**config.mk**
```make
export PLATFORM = sky130hd
export DESIGN_NAME = char_shifter
export DESIGN_NICKNAME = d
export VERILOG_FILES = /design/src/rtl/char_shifter.sv
export SDC_FILE = /design/constraint.sdc
export NUM_CORES = 1
export LEC_CHECK = 0
export ABC_AREA = 1
export BUFFER_PORTS_ARGS = -buffer_cell sky130_fd_sc_hd__buf_2
export CORE_UTILIZATION = 52
export CTS_BUF_LIST = sky130_fd_sc_hd__clkbuf_4 sky130_fd_sc_hd__clkbuf_8
export DETAILED_ROUTE_END_ITERATION = 10
export GPL_TIMING_DRIVEN = 0
export PLACE_DENSITY_LB_ADDON = 0.25
export SLEW_MARGIN = 20
export SYNTH_ARGS = -nofsm -noshare
export SYNTH_HDL_FRONTEND = slang
export SYNTH_SLANG_ARGS = --single-unit
```
**constraint.sdc**
```tcl
create_clock -name clk -period 1 [get_ports clk]
set_input_delay 0.2 -clock clk [delete_from_list [all_inputs] [get_ports clk]]
set_output_delay 0.2 -clock clk [all_outputs]
set_load 0.01 [all_outputs]
```
**src/rtl/char_shifter.sv**
```systemverilog
// Character-layer serializer: per 8-pixel cell, fetches tile code and char-ROM row, then shifts pixels out.
// Optional screen flip is compiled in with `define CHAR_SHIFTER_FLIP_EN.
module char_shifter #(
  parameter int BLANK_DELAY = 7
) (
  input  logic        clk,
  input  logic        reset,
  input  logic        ce,
  input  logic [8:0]  hcnt,
  input  logic [7:0]  vcnt,
  input  logic        hblank,
  input  logic        vblank,
  input  logic        flip,
  output logic [9:0]  vram_addr,
  output logic        vram_rd,
  input  logic [7:0]  vram_data,
  output logic [10:0] rom_addr,
  input  logic [7:0]  rom_data,
  output logic        pixel,
  output logic        blank
);

  logic [2:0]             phase;
  logic [4:0]             tile_col;
  logic [4:0]             tile_row;
  logic [2:0]             line;
  logic [7:0]             load_val;
  logic [7:0]             tile_p1;
  logic [7:0]             pend_p3;
  logic [7:0]             shift_p7;
  logic [7:0]             shift_next;
  logic [BLANK_DELAY-1:0] blank_pipe;
  logic                   blank_tail;

  assign phase = hcnt[2:0];

`ifdef CHAR_SHIFTER_FLIP_EN
  function automatic logic [7:0] bit_rev(input logic [7:0] d);
    logic [7:0] r;
    for (int i = 0; i < 8; i++) r[i] = d[7-i];
    return r;
  endfunction

  logic unused_hcnt_msb;
  assign unused_hcnt_msb = hcnt[8];

  assign tile_col = flip ? ~hcnt[7:3] : hcnt[7:3];
  assign tile_row = flip ? ~vcnt[7:3] : vcnt[7:3];
  assign line     = flip ? ~vcnt[2:0] : vcnt[2:0];
  // Reversed load makes the rightmost ROM pixel leave the MSB first.
  assign load_val = flip ? bit_rev(pend_p3) : pend_p3;
`else
  logic unused_inputs;
  assign unused_inputs = &{1'b1, flip, hcnt[8]};

  assign tile_col = hcnt[7:3];
  assign tile_row = vcnt[7:3];
  assign line     = vcnt[2:0];
  assign load_val = pend_p3;
`endif

  // Fetch schedule: address, tile, ROM address, pending row
  always_ff @(posedge clk) begin
    if (reset) begin
      vram_addr <= '0;
      vram_rd   <= 1'b0;
      tile_p1   <= '0;
      rom_addr  <= '0;
      pend_p3   <= '0;
    end else if (ce) begin
      vram_rd <= (phase == 3'd0);
      case (phase)
        3'd0:    vram_addr <= {tile_row, tile_col};
        3'd1:    tile_p1   <= vram_data;
        3'd2:    rom_addr  <= {tile_p1, line};
        3'd3:    pend_p3   <= rom_data;
        default: ;
      endcase
    end
  end

  always_comb begin
    shift_next = {shift_p7[6:0], 1'b0};
    if (phase == 3'd7) shift_next = load_val;
  end

  assign blank_tail = blank_pipe[BLANK_DELAY-1];

  // Serializer and blank delay; the shifter keeps running through blanking
  always_ff @(posedge clk) begin
    if (reset) begin
      shift_p7   <= '0;
      blank_pipe <= '0;
      pixel      <= 1'b0;
      blank      <= 1'b0;
    end else if (ce) begin
      shift_p7   <= shift_next;
      blank_pipe <= {blank_pipe[BLANK_DELAY-2:0], hblank | vblank};
      pixel      <= shift_next[7] & ~blank_tail;
      blank      <= blank_tail;
    end
  end

endmodule

```
==> out/metrics.csv, run 1 <==
stage,metric,value,unit
status,status,finished clean,
cells_and_area,seq_area,1110,µm²
clocking,clk_latency,300,ps
logic_synthesis,synthXorXnorAreaFrac,0,%
clocking,clkTransAtPathRegs,90,ps
global_routing,grt_max_degree,18,
global_routing,grt-ovfl-total,0,
worst_setup_path,r2r-start,blank_pipe[6],
floorplan,dieArea,4190,µm²
floorplan,die-height,64.7,µm
worst_setup_path,cpLargestDelayFamily,flip-flops,
logic_synthesis,synth_simple_gate_area_share,28.5,%
logic_synthesis,yosysSeqAreaShare,52.8,%
cells_and_area,num-fill-cells,331,
logic_synthesis,synth_compound_area_share,12.2,%
logic_synthesis,ys_seq_elements,54,
pwr,p_per_area,1520,nW/µm²
placement,portBuffers,59,
worst_setup_path,crit_type,flip-flop to output pin,
cells_and_area,area_growth,25.2,%
floorplan,core-area,3720,µm²
clocking,holdBufCountCts,0,
logic_synthesis,synth.avg_cell_area,7.50,µm²
timing,fin_skew,12.1,ps
logic_synthesis,synth_top_area_share,52.8,%
drt,drt-total-wl,4.25,mm
drt,antenna_left,0,
pwr,vdd_drop_max,1160,µV
worst_setup_path,path_cells,buf_2,
timing,worstMarginPinSlew,410,ps
global_routing,grt_pass1_vias,1799,
pwr,p_total,3890,µW
drt,vias,1877,
floorplan,row_count,22,
worst_setup_path,crit_fanout,2,
logic_synthesis,muxShareOfSynthArea,0,%
logic_synthesis,post_synth_num_cell_types,20,
logic_synthesis,synthAdderAreaFrac,0,%
cells_and_area,insertedDiodeCount,0,
worst_setup_path,crit_required,800,ps
cells_and_area,multi_input_area,835,µm²
placement,place_ws,-257,ps
global_routing,antenna_found_initial,0,
drt,drtIter0Drc,95,
logic_synthesis,synth_nets,312,
worst_setup_path,crit_start,pixel,
timing,setup_ws,33.3,ps
clocking,cts_sinks,54,
pwr,leakagePower,0.00125,µW
worst_setup_path,slowest_stage,dfxtp_2,
clocking,clk_path_buf_depth,2,
logic_synthesis,synth_top_family_by_area,simple AND/OR/NAND/NOR gates,
worst_setup_path,start_kind,flip-flop,
logic_synthesis,synth_area,2050,µm²
timing,finalSetupTns,0,ps
placement,dp_hpwl,3.07,mm
clocking,cts_buffers,5,
logic_synthesis,synth_cells,273,
timing,setup_viol,0,
timing,fin_crit,967,ps
timing,hold_viol_final,0,
global_routing,grt_pass1_wl,7.44,mm
worst_hold_path,hold_class,primary input to flip-flop,
worst_hold_path,min-delay-start,rom_data[2],
timing,finalCritPeriodShare,96.7,%
clocking,cts_tree,done,
cells_and_area,drive_above_1_share,33.5,%
cells_and_area,nets,378,
floorplan,die_w,64.7,µm
logic_synthesis,ys_top_cells_by_area,"dfxtp_1, nor2_1, o21ai_0",
run,drv_cap,0,
clocking,htree_levels,2,
logic_synthesis,yosys_warnings,0,
timing,slew_viol_final,0,
global_routing,grt_usage,22.9,%
floorplan,io_pins,63,
worst_setup_path,max_stage_delay,340,ps
timing,slew-limit-headroom,72.6,%
floorplan,initial_core_util,55.1,%
placement,gp_congestion,0.729,
logic_synthesis,yosysTopAreaCell,dfxtp_1,
timing,fmax,1.03,GHz
clocking,cts_root_buf,clkbuf_8,
worst_setup_path,path_buf_inv,1,
drt,drtPass1Iterations,4,
drt,wl_per_cell,10.9,µm
drt,drcViolationCount,0,
worst_setup_path,worstPathArrival,770,ps
drt,viasPerCell,4.84,
worst_setup_path,cp-end-kind,output pin,
[registers in the layout, summed over array words and instances, names as in the netlist]
signal	cells
pixel	1
blank_pipe	7
load_val	8
blank	1
shift_p7	7
vram_addr	10
tile_p1	8
vram_rd	1
rom_addr	11
[layout by cell type, fill, tap and decap left out, drive strengths merged]
cell type / synthesis / routed
nand4: 1 / 1
clkinvlp: 0 / 1
o21ai: 46 / 46
nand3: 8 / 8
inv: 17 / 17
clkinv: 1 / 3
nand2: 27 / 27
a21oi: 4 / 4
nor3: 1 / 1
nor2: 103 / 103
dfxtp: 54 / 54
buf: 5 / 64
clkbuf: 6 / 11
[path summary, 6_finish.rpt]
path,end,slack [ps],cells after the start
max,pixel,30,1
min,load_val[2],120,3
max reg2reg,pixel,260,3
min reg2reg,shift_p7[0],460,2
[area by class of cell]
| cell class | instances | share of cell area (%) |
|---|---|---|
| inverter | 18 | 2.69 |
| timing repair buffer | 59 | 13.0 |
| clock buffer | 5 | 2.69 |
| sequential | 54 | 43.3 |
| multi-input combinational | 190 | 32.6 |
| buffer | 11 | 2.59 |
| clock inverter | 3 | 0.830 |
| tap | 48 | 2.34 |
[timing repair]
action / 4_1_cts / 5_1_grt
gates resized for setup: 1 / 34
setup endpoints to repair: 1 / 39
setup buffers: 0 / 0
[cells in the mapped netlist]
| library cell | number |
|---|---|
| nand3_1 | 7 |
| nand2_1 | 22 |
| clkbuf_1 | 6 |
| buf_4 | 1 |
| nand4_1 | 1 |
| dfxtp_1 | 54 |
| o21ai_1 | 14 |
| nor2_1 | 101 |
| clkinv_2 | 1 |
| nor3_1 | 1 |
| o21ai_0 | 32 |
| nand2_4 | 1 |
| a21oi_1 | 4 |
| buf_6 | 2 |
| inv_1 | 10 |
| nand3_4 | 1 |
| buf_2 | 2 |
| inv_2 | 7 |
| nand2_2 | 4 |
| nor2_4 | 2 |
[report_power, final]
part | leakage, µW | switching, µW | internal (µW)
clock | 0.0000441 | 691 | 493
combinational | 0.000757 | 238 | 182
sequential | 0.000452 | 43.7 | 2250
[through the flow]
step / area (µm²) / util, % / hold slack (ps) / cells
5_1_grt: 2560 / 69.0 / 116 / 388
6_report: 2560 / 69.0 / 116 / 388
3_5_place_dp: 2400 / 64.6 / 427 / 380
4_1_cts: 2490 / 67.1 / 111 / 388
3_3_place_gp: 2400 / 64.6 / 421 / 380
2_1_floorplan: 2050 / - / 325 / 273
[cells by family after synthesis]
family / after synthesis
AO/OA/AOI/OAI: 50
buffers and inverters: 29
flip-flops: 54
AND/OR/NAND/NOR: 140
[per-layer routing]
layer	track usage, %	routed length, µm	share of wire (%)	vias to the layer above
li1	-	-	-	991
met4	6.39	42	0.99	0
met1	25.8	1880	44	845
met5	0	0	0	-
met2	41.5	2160	51	36
met3	6.51	172	4.0	5
(Power assumes the default switching activity.)
==> run 2: changes to the inputs <==
--- a/config.mk
+++ b/config.mk
@@ -7,7 +7,7 @@
 export LEC_CHECK = 0
 export ABC_AREA = 1
 export BUFFER_PORTS_ARGS = -buffer_cell sky130_fd_sc_hd__buf_2
-export CORE_UTILIZATION = 52
+export CORE_UTILIZATION = 56
 export CTS_BUF_LIST = sky130_fd_sc_hd__clkbuf_4 sky130_fd_sc_hd__clkbuf_8
 export DETAILED_ROUTE_END_ITERATION = 10
 export GPL_TIMING_DRIVEN = 0
==> constraint.sdc (replaced) <==
create_clock -name clk -period 1.2 [get_ports clk]
set_input_delay 0.24 -clock clk [delete_from_list [all_inputs] [get_ports clk]]
set_output_delay 0.24 -clock clk [all_outputs]
set_load 0.01 [all_outputs]
==> out/metrics.csv, run 2 (same netlist as run 1, synthesis figures left out) <==
stage,metric,value,unit
status,status,finished clean,
cells_and_area,area_growth,20.1,%
pwr,leakagePower,0.00122,µW
worst_setup_path,crit_fanout,2,
timing,rsz0062_at_grt,no,
timing,whs,70.5,ps
clocking,cts_root_buf,clkbuf_4,
clocking,cts_tree,done,
timing,finalSetupTns,0,ps
drt,wl_per_cell,10.6,µm
worst_setup_path,r2r_slack,480,ps
drt,antenna_left,0,
drt,drcViolationCount,0,
worst_setup_path,slowest_stage,dfxtp_1,
global_routing,grt_pass1_wl,6.88,mm
drt,drtIter0Drc,147,
clocking,clk_path_buf_depth,2,
floorplan,initial_core_util,59.9,%
cells_and_area,insertedDiodeCount,0,
clocking,cts_sinks,54,
worst_setup_path,crit_type,flip-flop to output pin,
clocking,clk_latency,370,ps
clocking,cts_buffers,5,
worst_hold_path,min-delay-start,rom_data[1],
worst_setup_path,worstPathArrival,880,ps
worst_setup_path,crit_required,960,ps
run,drv_cap,0,
worst_setup_path,path_cells,buf_2,
clocking,cts_resized,0,
placement,dp_hpwl,2.95,mm
cells_and_area,final_cells,386,
worst_setup_path,cpLargestDelayFamily,flip-flops,
cells_and_area,stdcell_area,2460,µm²
floorplan,die-height,62.5,µm
clocking,htree_levels,2,
placement,place_inst,378,
worst_setup_path,r2r-start,blank_pipe[6],
timing,slew-limit-headroom,72.1,%
placement,portBuffers,59,
floorplan,core-area,3420,µm²
worst_setup_path,crit_start,vram_rd,
cells_and_area,fin_util,72.0,%
cells_and_area,most-common-layout-cells,"nor2_1, buf_2, dfxtp_1, o21ai_0, nand2_1",
drt,drtPass1Iterations,4,
cells_and_area,regMostFlops,rom_addr,
drt,drt-total-wl,4.09,mm
floorplan,dieArea,3900,µm²
timing,fin_skew,10.2,ps
floorplan,row_count,21,
cells_and_area,mostFrequentLayoutCell,nor2_1,
timing,hold_viol_final,0,
drt,vias,1866,
drt,viasPerCell,4.83,
cells_and_area,largest_reg_flops,11,
global_routing,grt-ovfl-total,0,
clocking,post_cts_buffers,0,
cells_and_area,reg_top3,"rom_addr (11), vram_addr (10)",
worst_setup_path,crit_cells,1,
timing,fin_crit,1120,ps
worst_hold_path,whs_path_depth,3,
worst_setup_path,path_buf_inv,1,
timing,worstMarginPinSlew,419,ps
global_routing,antenna_found_initial,0,
worst_setup_path,cp-end-kind,output pin,
global_routing,grt_usage,22.3,%
placement,gp_congestion,0.767,
worst_hold_path,hold_class,primary input to flip-flop,
clocking,holdBufCountCts,0,
timing,fmax,0.894,GHz
floorplan,io_pins,63,
timing,slew_viol_final,0,
timing,finalCritPeriodShare,93.2,%
cells_and_area,drive_above_1_share,25.9,%
worst_setup_path,max_stage_delay,360,ps
cells_and_area,num-fill-cells,313,
global_routing,grt_pass1_vias,1702,
worst_setup_path,ff2ff_path_depth,3,
worst_setup_path,start_kind,flip-flop,
cells_and_area,nets,378,
global_routing,grt_max_degree,18,
floorplan,die_w,62.5,µm
pwr,vdd_drop_max,927,µV
clocking,clkTransAtPathRegs,160,ps
placement,place_area,2400,µm²
timing,setup_viol,0,
pwr,p_per_area,1240,nW/µm²
## run 2: changes by cell type in the layout (fill, tap and decap cells not counted)
| cell | delta |
|---|---|
| dfxtp_1 | +23 |
| dfxtp_2 | -23 |
| buf_2 | +6 |
| buf_6 | -6 |
| clkbuf_4 | +5 |
| clkbuf_8 | -5 |
| clkbuf_1 | +3 |
| clkbuf_2 | -3 |
## run 2: stage by stage
step           power (µW)  setup WS, ps
2_1_floorplan        2140           236
3_3_place_gp         2270         -66.7
3_5_place_dp         2280          -104
4_1_cts              3050          69.4
5_1_grt              3180          22.3
6_report             3040          81.4
## run 2: area by class of cell
class	count	area, µm²	share of cell area (%)
Buffer	11	62.6	2.54
Inverter	18	68.8	2.80
Timing Repair Buffer	59	295	12.0
Multi-Input combinational cell	190	835	33.9
Clock buffer	5	37.5	1.53
Sequential cell	54	1080	44.0
Clock inverter	3	21.3	0.865
Tap cell	46	57.6	2.34
## run 2: path summary, 6_finish.rpt
check,to
min,load_val[1]
min reg2reg,pixel
max reg2reg,pixel
max,vram_rd
## run 2: routing by layer
layer | GRT usage [%] | share of wire [%] | wire length, µm
met1 | 25.4 | 46 | 1870
met2 | 38.9 | 49 | 1990
met3 | 5.47 | 3.9 | 158
met4 | 10.2 | 1.6 | 67
met5 | 0 | 0 | 0
## run 2: power by group
group / switching, µW / total [µW] / internal (µW)
Combinational: 195 / 338 / 142
Sequential: 34.5 / 1900 / 1870
Clock: 569 / 799 / 229
